$ cat src/rtl/vga_timing_pkg.sv
// Shared timing constants, image geometry and types for the 640x480@60 raster.
package vga_timing_pkg;

  localparam int H_VISIBLE_DEF = 640;
  localparam int H_FP_DEF      = 16;
  localparam int H_SYNC_DEF    = 96;
  localparam int H_BP_DEF      = 48;
  localparam int V_VISIBLE_DEF = 480;
  localparam int V_FP_DEF      = 10;
  localparam int V_SYNC_DEF    = 2;
  localparam int V_BP_DEF      = 33;

  localparam int H_TOTAL_DEF  = H_VISIBLE_DEF + H_FP_DEF + H_SYNC_DEF + H_BP_DEF;
  localparam int V_TOTAL_DEF  = V_VISIBLE_DEF + V_FP_DEF + V_SYNC_DEF + V_BP_DEF;
  localparam int HS_START_DEF = H_VISIBLE_DEF + H_FP_DEF;
  localparam int HS_END_DEF   = HS_START_DEF + H_SYNC_DEF - 1;
  localparam int VS_START_DEF = V_VISIBLE_DEF + V_FP_DEF;
  localparam int VS_END_DEF   = VS_START_DEF + V_SYNC_DEF - 1;

  localparam logic SYNC_ACTIVE_DEF = 1'b0;
  localparam int   PIPE_DLY_DEF    = 2;

  // Downscaled background image: one ROM texel covers a 4x4 pixel block.
  localparam int SCALE_SHIFT_DEF = 2;
  localparam int ROM_W_DEF       = 160;
  localparam int ROM_H_DEF       = 120;
  localparam int ROM_DEPTH       = ROM_W_DEF * ROM_H_DEF;

  localparam int COORD_W    = 10;
  localparam int ROM_ADDR_W = 15;

  typedef logic [COORD_W-1:0]    coord_t;
  typedef logic [ROM_ADDR_W-1:0] rom_addr_t;

  function automatic logic sync_level(input logic in_pulse, input logic active);
    return in_pulse ? active : ~active;
  endfunction

endpackage

$ cat src/rtl/vga_timing_gen_sync_delay_line.sv
// Async-reset shift register that re-times sync/blank to match renderer pipelines.
module sync_delay_line #(
  parameter int               WIDTH     = 1,
  parameter int               DEPTH     = 1,
  parameter logic [WIDTH-1:0] RESET_VAL = '0
) (
  input  logic             clk,
  input  logic             rst_n,
  input  logic [WIDTH-1:0] din_i,
  output logic [WIDTH-1:0] dout_o
);

  generate
    if (DEPTH == 0) begin : g_bypass
      assign dout_o = din_i;
    end else begin : g_shift
      logic [WIDTH-1:0] stage_q [DEPTH];

      // NOTE: every stage is reset so a mid-frame reset cannot leak stale sync levels to the monitor.
      always_ff @(posedge clk or negedge rst_n) begin
        if (!rst_n) begin
          for (int i = 0; i < DEPTH; i++) stage_q[i] <= RESET_VAL;
        end else begin
          stage_q[0] <= din_i;
          for (int i = 1; i < DEPTH; i++) stage_q[i] <= stage_q[i-1];
        end
      end

      assign dout_o = stage_q[DEPTH-1];
    end
  endgenerate

endmodule

$ cat src/rtl/vga_timing_gen.sv
// VGA raster generator: counters, sync/blank, downscaled ROM address, frame tick/count.
module vga_timing_gen
  import vga_timing_pkg::*;
#(
  parameter int   H_VISIBLE   = H_VISIBLE_DEF,
  parameter int   H_FP        = H_FP_DEF,
  parameter int   H_SYNC      = H_SYNC_DEF,
  parameter int   H_BP        = H_BP_DEF,
  parameter int   V_VISIBLE   = V_VISIBLE_DEF,
  parameter int   V_FP        = V_FP_DEF,
  parameter int   V_SYNC      = V_SYNC_DEF,
  parameter int   V_BP        = V_BP_DEF,
  parameter logic SYNC_ACTIVE = SYNC_ACTIVE_DEF,
  parameter int   SCALE_SHIFT = SCALE_SHIFT_DEF,
  parameter int   ROM_W       = ROM_W_DEF,
  parameter int   PIPE_DLY    = PIPE_DLY_DEF
) (
  input  logic        vga_clk,
  input  logic        reset_n,
  output logic [9:0]  DrawX,
  output logic [9:0]  DrawY,
  output logic        blank,
  output logic        hs,
  output logic        vs,
  output logic [14:0] rom_addr,
  output logic        hs_d,
  output logic        vs_d,
  output logic        blank_d,
  output logic        frame_tick,
  output logic [7:0]  frame_count
);

  localparam int H_TOTAL = H_VISIBLE + H_FP + H_SYNC + H_BP;
  localparam int V_TOTAL = V_VISIBLE + V_FP + V_SYNC + V_BP;

  localparam coord_t    X_LAST   = coord_t'(H_TOTAL - 1);
  localparam coord_t    Y_LAST   = coord_t'(V_TOTAL - 1);
  localparam coord_t    X_VIS    = coord_t'(H_VISIBLE);
  localparam coord_t    Y_VIS    = coord_t'(V_VISIBLE);
  localparam coord_t    HS_START = coord_t'(H_VISIBLE + H_FP);
  localparam coord_t    HS_END   = coord_t'(H_VISIBLE + H_FP + H_SYNC - 1);
  localparam coord_t    VS_START = coord_t'(V_VISIBLE + V_FP);
  localparam coord_t    VS_END   = coord_t'(V_VISIBLE + V_FP + V_SYNC - 1);
  localparam coord_t    ROW_MASK = coord_t'((1 << SCALE_SHIFT) - 1);
  localparam rom_addr_t ROW_STEP = rom_addr_t'(ROM_W);

  localparam logic [2:0] DLY_RESET = {~SYNC_ACTIVE, ~SYNC_ACTIVE, 1'b0};

  coord_t    x_q, x_d;
  coord_t    y_q, y_d;
  rom_addr_t row_base_q, row_base_d;
  rom_addr_t rom_addr_q, rom_addr_d;
  logic      visible_q, visible_d;
  logic      hsync_q, hsync_d;
  logic      vsync_q, vsync_d;
  logic      tick_q, tick_d;
  logic      line_wrap, frame_end;
  logic [7:0] frame_count_q;

  // NOTE: every signal gets a default at the top of always_comb so no path can infer a latch.
  always_comb begin
    line_wrap  = (x_q == X_LAST);
    frame_end  = line_wrap && (y_q == Y_LAST);
    x_d        = line_wrap ? '0 : x_q + 1'b1;
    y_d        = y_q;
    row_base_d = row_base_q;

    if (line_wrap) begin
      y_d = (y_q == Y_LAST) ? '0 : y_q + 1'b1;
      if (y_d == '0) begin
        row_base_d = '0;
      end else if ((y_d & ROW_MASK) == '0) begin
        row_base_d = row_base_q + ROW_STEP;
      end
    end

    // Outputs are derived from the next position so they line up with DrawX/DrawY.
    visible_d  = (x_d < X_VIS) && (y_d < Y_VIS);
    hsync_d    = sync_level((x_d >= HS_START) && (x_d <= HS_END), SYNC_ACTIVE);
    vsync_d    = sync_level((y_d >= VS_START) && (y_d <= VS_END), SYNC_ACTIVE);
    rom_addr_d = visible_d ? row_base_d + rom_addr_t'(x_d >> SCALE_SHIFT) : '0;
    tick_d     = (x_d == X_LAST) && (y_d == Y_LAST);
  end

  // NOTE: sequential state uses non-blocking assignments only, so every flop samples pre-edge values.
  always_ff @(posedge vga_clk or negedge reset_n) begin
    if (!reset_n) begin
      x_q           <= '0;
      y_q           <= '0;
      row_base_q    <= '0;
      rom_addr_q    <= '0;
      visible_q     <= 1'b1;
      hsync_q       <= ~SYNC_ACTIVE;
      vsync_q       <= ~SYNC_ACTIVE;
      tick_q        <= 1'b0;
      frame_count_q <= '0;
    end else begin
      x_q        <= x_d;
      y_q        <= y_d;
      row_base_q <= row_base_d;
      rom_addr_q <= rom_addr_d;
      visible_q  <= visible_d;
      hsync_q    <= hsync_d;
      vsync_q    <= vsync_d;
      tick_q     <= tick_d;
      if (frame_end) frame_count_q <= frame_count_q + 8'd1;
    end
  end

  sync_delay_line #(
    .WIDTH     (3),
    .DEPTH     (PIPE_DLY),
    .RESET_VAL (DLY_RESET)
  ) u_sync_delay (
    .clk    (vga_clk),
    .rst_n  (reset_n),
    .din_i  ({hsync_q, vsync_q, visible_q}),
    .dout_o ({hs_d, vs_d, blank_d})
  );

  assign DrawX       = x_q;
  assign DrawY       = y_q;
  assign blank       = visible_q;
  assign hs          = hsync_q;
  assign vs          = vsync_q;
  assign rom_addr    = rom_addr_q;
  assign frame_tick  = tick_q;
  assign frame_count = frame_count_q;

endmodule

$ cat config.mk
export PLATFORM = sky130hd
export DESIGN_NAME = vga_timing_gen
export DESIGN_NICKNAME = d
export VERILOG_FILES = /design/src/rtl/vga_timing_pkg.sv /design/src/rtl/vga_timing_gen_sync_delay_line.sv /design/src/rtl/vga_timing_gen.sv
export SDC_FILE = /design/constraint.sdc
export NUM_CORES = 1
export LEC_CHECK = 0
export CORE_ASPECT_RATIO = 1.25
export CORE_UTILIZATION = 68
export CTS_BUF_LIST = sky130_fd_sc_hd__clkbuf_4
export DETAILED_ROUTE_END_ITERATION = 8
export DONT_BUFFER_PORTS = 1
export PLACE_DENSITY = 0.94
export RECOVER_POWER = 25
export SLEW_MARGIN = 20
export SYNTH_ARGS = -nofsm -noshare
export SYNTH_HDL_FRONTEND = slang
export SYNTH_SLANG_ARGS = --single-unit
$ cat constraint.sdc
create_clock -name vga_clk -period 6.5 [get_ports vga_clk]
set_clock_uncertainty 0.05 [all_clocks]
set_input_delay 1.3 -clock vga_clk [delete_from_list [all_inputs] [get_ports vga_clk]]
set_output_delay 1.3 -clock vga_clk [all_outputs]
set_load 0.02 [all_outputs]
## Word level (Yosys, flattened, before mapping)

Index checks and enable logic that the tools add are counted.

| word-level totals | value |
|---|---|
| flip-flop bits (word level) | 68 |
| logic and storage cells | 42 |
| bits of input ports | 2 |

| operators by class | value |
|---|---|
| eq/ne operators | 4 |
| add/sub/neg operators | 5 |
| magnitude comparators | 6 |
| reductions and logical operators | 7 |
| mux-type cells | 9 |

Operator list:

| cell | count |
|---|---|
| 15-bit two-way mux | 4 |
| 10-bit == test (second input constant) | 4 |
| 10-bit two-way mux | 3 |
| 10-bit by 1-bit adder with 10-bit output (second input constant) | 2 |
| 10-bit zero test | 2 |
| 15-bit by 8-bit adder with 15-bit output | 1 |
| 15-bit by 8-bit adder with 15-bit output (second input constant) | 1 |
| 10-bit >= comparator (second input constant) | 1 |
| 10-bit by 9-bit >= comparator with 1-bit output (second input constant) | 1 |
| 10-bit less-or-equal comparator (second input constant) | 1 |
| 10-bit by 9-bit less-or-equal comparator with 1-bit output (second input constant) | 1 |
| 10-bit less-than comparator (second input constant) | 1 |
| 10-bit by 9-bit less-than comparator with 1-bit output (second input constant) | 1 |
| 8-bit by 1-bit adder with 8-bit output (second input constant) | 1 |
| 1-bit logical AND | 5 |
| 1-bit two-way mux | 2 |

## Longest topological paths before layout

| logic depth | value |
|---|---|
| depth in word-level cells | 8 |
| depth in mapped cells | 19 |
| gate-level depth less buffers | 17 |

## Cells and area by module

Synthesis repeated with hierarchy kept, for this count alone.

| unflattened totals | value |
|---|---|
| cell total of the unflattened synthesis | 371 |
| area, all modules | 3741.1 um^2 |

By module, submodules not included:

| module | area an instance (um^2) | instances | cells an instance |
|---|---|---|---|
| vga_timing_gen | 3563.4 | 1 | 362 |
| sync_delay_line | 177.7 | 1 | 9 |

## Worst setup path before layout

OpenSTA, ideal clock, no wires.

| path | value |
|---|---|
| path kind | reg-to-reg |
| start point | register y_q[4], in the netlist DrawY[4] |
| end point | register rom_addr_q[14], in the netlist rom_addr[14] |
| library setup time | 0.078 ns |
| arrival time | 4.219 ns |
| setup slack | 2.153 ns |
| cell stages (with the launch flop) | 15 |
| required time | 6.372 ns |
| path buffers | 3 |
| cells stage by stage | dfrtp_1 buf_6 or3_4 nor4_1 o2111a_1 clkbuf_1 clkbuf_1 nor2b_1 ha_1 nor2b_1 o2111ai_1 a31oi_1 a21bo_2 or4_1 a21oi_1 |

| on the way | value |
|---|---|
| cells in the longest elaborated chain, start to end | 8 |

Ends and longest elaborated chain:

| item | RTL line | source |
|---|---|---|
| from (decl) | vga_timing_gen.sv:50 | `coord_t y_q, y_d;` |
| from (signal assigned) | vga_timing_gen.sv:99 | `y_q <= y_d;` |
| parallel branches: the longest is 1 deep, another holds 10-bit by 1-bit adder with 10-bit output | -- |  |
| 10-bit two-way mux * | vga_timing_gen.sv:69 | `y_d = (y_q == Y_LAST) ? '0 : y_q + 1'b1;` |
| 10-bit zero test | vga_timing_gen.sv:72 | `end else if ((y_d & ROW_MASK) == '0) begin` |
| 15-bit two-way mux | vga_timing_gen.sv:72 |  |
| 15-bit two-way mux * | vga_timing_gen.sv:70 | `if (y_d == '0) begin` |
| 15-bit two-way mux * | vga_timing_gen.sv:68 | `if (line_wrap) begin` |
| via row_base_d[2] | vga_timing_gen.sv:51 | `rom_addr_t row_base_q, row_base_d;` |
| 15-bit by 8-bit adder with 15-bit output * | vga_timing_gen.sv:81 | `rom_addr_d = visible_d ? row_base_d + rom_addr_t'(x_d >> SCALE_SHIFT) : '0;` |
| 15-bit two-way mux * | vga_timing_gen.sv:81 |  |
| via rom_addr_d[14] | vga_timing_gen.sv:52 | `rom_addr_t rom_addr_q, rom_addr_d;` |
| to (signal assigned) | vga_timing_gen.sv:101 | `rom_addr_q <= rom_addr_d;` |
| to (decl) | vga_timing_gen.sv:52 |  |

Mark *: on every way through the listed nets, which the timed path passes.
A chain may end at the register's enable or synchronous reset.

## Worst setup path in the final report

| path | value |
|---|---|
| start point | register y_q[7], in the netlist DrawY[7] |
| end point | register rom_addr_q[14], in the netlist rom_addr[14] |

The elaborated chain is that of the path after synthesis.

==> flow_metrics.env <==
export IMPL_worstSetupEndpointType="register"
export IMPL_grt_pass1_vias=2652
export IMPL_rrSetupSlack_ps=1720
export IMPL_synth_avg_cell_area_sq_um=10.0
export IMPL_drcViolationCount=0
export IMPL_cts_buffer_depth=2
export IMPL_grt_max_degree=69
export IMPL_antenna_found_initial=0
export IMPL_cts_max_level=3
export IMPL_detail_route_wl_per_cell_um=18.3
export IMPL_syn_inst=359
export IMPL_synth_edf_count=0
export IMPL_dr_wl_met3_um=521
export IMPL_status="complete, no violations"
export IMPL_crit_end="rom_addr[14]"
export IMPL_gp_congestion=0.863
export IMPL_finalSetupTns_ps=0
export IMPL_die_area_sq_um=5600
export IMPL_max_cap_violations=0
export IMPL_clkSlewWorstSetupHoldPaths_ps=120
export IMPL_drt_initial_drc_count=239
export IMPL_finalMaxSlewViolations=0
export IMPL_crit_fanout=19
export IMPL_rows=29
export IMPL_grt_pass1_wl_um=12400
export IMPL_nNetsFinal=372
export IMPL_dr_max_layer_used="met4"
export IMPL_post_route_period_util=0.735
export IMPL_setup_viol=0
export IMPL_critPathRequiredTime_ps=6790
export IMPL_hold_class="register to register"
export IMPL_yosysUniqueCellTypes=55
export IMPL_clock_latency_ps=430
export IMPL_r2r_end="rom_addr[14]"
export IMPL_holdBufCountCts=0
export IMPL_postCtsSetupBuffers=0
export IMPL_cts_buffers=9
export IMPL_period_needed_ps=4780
export IMPL_synth_area_sq_um=3610
export IMPL_post_route_cells_drive_above_1_share=0.0889
export IMPL_ff2ff_path_depth=11
export IMPL_vias_per_cell=6.54
export IMPL_port_buffers=0
export IMPL_antenna_diode_count=0
export IMPL_max_slew_margin_rel=0.390
export IMPL_ys_warn_count=0
export IMPL_cts_tree="done"
export IMPL_worst_slew_pin_slew_ps=906
export IMPL_dp_hpwl_um=5420
export IMPL_grtUsageTotal=0.303
export IMPL_ant_nets=0
export IMPL_ios=52
export IMPL_wl_um=7700
export IMPL_p_leak_nw=1.65
export IMPL_core_area_sq_um=5080
export IMPL_start_kind="register"
export IMPL_r2r_start="DrawY[7]"
export IMPL_ys_flop_type="dfrtp_1"
export IMPL_place_inst=406
export IMPL_irDropWorstVdd_mv=0.264
export IMPL_cts_resized=0
export IMPL_root_buffer="clkbuf_4"
export IMPL_grt_ovfl_total=0
export IMPL_met1Wirelength_um=3070
export IMPL_area_growth_syn_to_layout_pct=3.82
export IMPL_crit_start="DrawY[7]"
export IMPL_ys_ff_latch=68
export IMPL_cts_sinks=68
export IMPL_met2_length_um=3820
export IMPL_via_count=2759
export IMPL_p_per_area_nw_per_um2=185
export IMPL_die_w_um=67.1
export IMPL_arrival_ps=5070
export IMPL_synth_fp_nets=376
export IMPL_rsz0062_at_grt="no"
export IMPL_start_util=0.710
export IMPL_criticalPathCategory="register to register"
export IMPL_fmax_mhz=209
export IMPL_finalHoldViolCount=0
export IMPL_drtPass1Iterations=5
export IMPL_die_height_um=83.4
export IMPL_fin_cells=422
export IMPL_synth_async_reset_ratio=1.00
export IMPL_synth_seq_area_share=0.474
==> worst min-delay path by stage <==
stage	start	endpoint	slack, ps	cells after the start
finish	u_sync_delay.g_shift.stage_q[5]	u_sync_delay.dout_o[2]	310	0
global route	u_sync_delay.g_shift.stage_q[5]	u_sync_delay.dout_o[2]	320	0
CTS	u_sync_delay.g_shift.stage_q[3]	u_sync_delay.dout_o[0]	310	0
detailed placement	u_sync_delay.g_shift.stage_q[3]	u_sync_delay.dout_o[0]	290	0
global placement	u_sync_delay.g_shift.stage_q[3]	u_sync_delay.dout_o[0]	290	0
floorplan	u_sync_delay.g_shift.stage_q[3]	u_sync_delay.dout_o[0]	280	0
==> power by group <==
part | switching, mW | total (mW) | internal, mW | leakage [nW]
Sequential | 0 | 0.423 | 0.423 | 0.891
Clock | 0.155 | 0.270 | 0.115 | 0.0693
Combinational | 0 | 0.000000689 | 0 | 0.689
==> placed cells by master (no fill, tap or decap), drive strengths merged, types with 3 or more instances in the layout <==
master   n
clkbuf   9
dfstp    7
dfrtp   61
mux2     3
nand3b   3
nand2   17
clkinv   4
nand2b   5
and2     6
or3      5
xor2    11
nand4b   3
nand3   11
and4     3
o21a     5
or4      6
nand4   11
nor2    36
nor2b    9
nor4     8
and3     4
a21oi    7
a211oi   6
o211ai   3
nor3    16
xnor2   23
ha      14
inv     16
o21ai   15
==> cell usage after synthesis, types with 4 or more instances <==
cell type	number	area, sq um
a211oi_1	6	45.0
a21oi_1	7	35.0
and2_1	6	37.5
and3_1	4	25.0
clkbuf_1	12	45.0
dfrtp_1	61	1530
dfstp_2	7	184
ha_1	14	175
inv_1	16	60.1
nand2_1	17	63.8
nand2b_1	5	31.3
nand3_1	11	55.1
nand4_1	11	68.8
nor2_1	36	135
nor2b_1	9	56.3
nor3_1	16	80.1
nor4_1	7	43.8
o21a_1	5	37.5
o21ai_0	15	75.1
or3_1	4	25.0
or4_1	6	45.0
xnor2_1	23	201
xor2_1	11	96.3
==> state kept, by name, summed over array words and instances (netlist names) <==
signal / flops
frame_count: 8
DrawX: 10
u_sync_delay.dout_o: 3
DrawY: 10
vs: 1
rom_addr: 15
frame_tick: 1
row_base_q: 15
blank: 1
hs: 1
u_sync_delay.g_shift.stage_q: 3
==> critical path, stage by stage (launching register included) <==
cell	delay, ps
dfrtp_1	570
or3_4	450
nor4_1	760
o2111a_1	730
nor2b_1	150
ha_1	360
nor2b_1	220
o2111ai_1	180
a31oi_1	320
a21bo_2	280
or4_1	470
a21oi_1	160
==> cells by family after synthesis <==
| family | share of synthesized area |
|---|---|
| AND/OR/NAND/NOR | 0.229 |
| flip-flops | 0.474 |
| AO/OA/AOI/OAI | 0.108 |
| XOR/XNOR | 0.0826 |
| buffers and inverters | 0.0396 |
| adder cells (fa/ha/maj) | 0.0541 |
| multiplexers | 0.0121 |
==> area by class of cell <==
| cell class | count | area, sq um |
|---|---|---|
| fillers | 322 | 1340 |
| well taps | 62 | 77.6 |
| inverters | 16 | 60.1 |
| clock buffers | 9 | 67.6 |
| clock inverters | 7 | 67.6 |
| repair buffers | 1 | 7.51 |
| flip-flops and latches | 68 | 1710 |
| multi-input cells | 259 | 1750 |
==> metal layers <==
layer,global-route usage,vias to the layer above
li1,-,1280
met1,0.379,1332
met2,0.461,116
met3,0.0907,31
met4,0.162,0
met5,0,-
==> stage by stage <==
stage | utilization | area, sq um | setup WS (ps) | total power, mW | hold WS [ps]
after floorplan | - | 3610 | 2150 | 0.431 | 281
after global placement | 0.710 | 3610 | 2010 | 0.431 | 287
after global routing | 0.737 | 3740 | 1340 | 0.715 | 316
after CTS | 0.737 | 3740 | 1750 | 0.697 | 312
after detailed placement | 0.710 | 3610 | 1790 | 0.431 | 286
final | 0.737 | 3740 | 1720 | 0.693 | 310
Note: power is estimated with default switching activity, not from simulation.
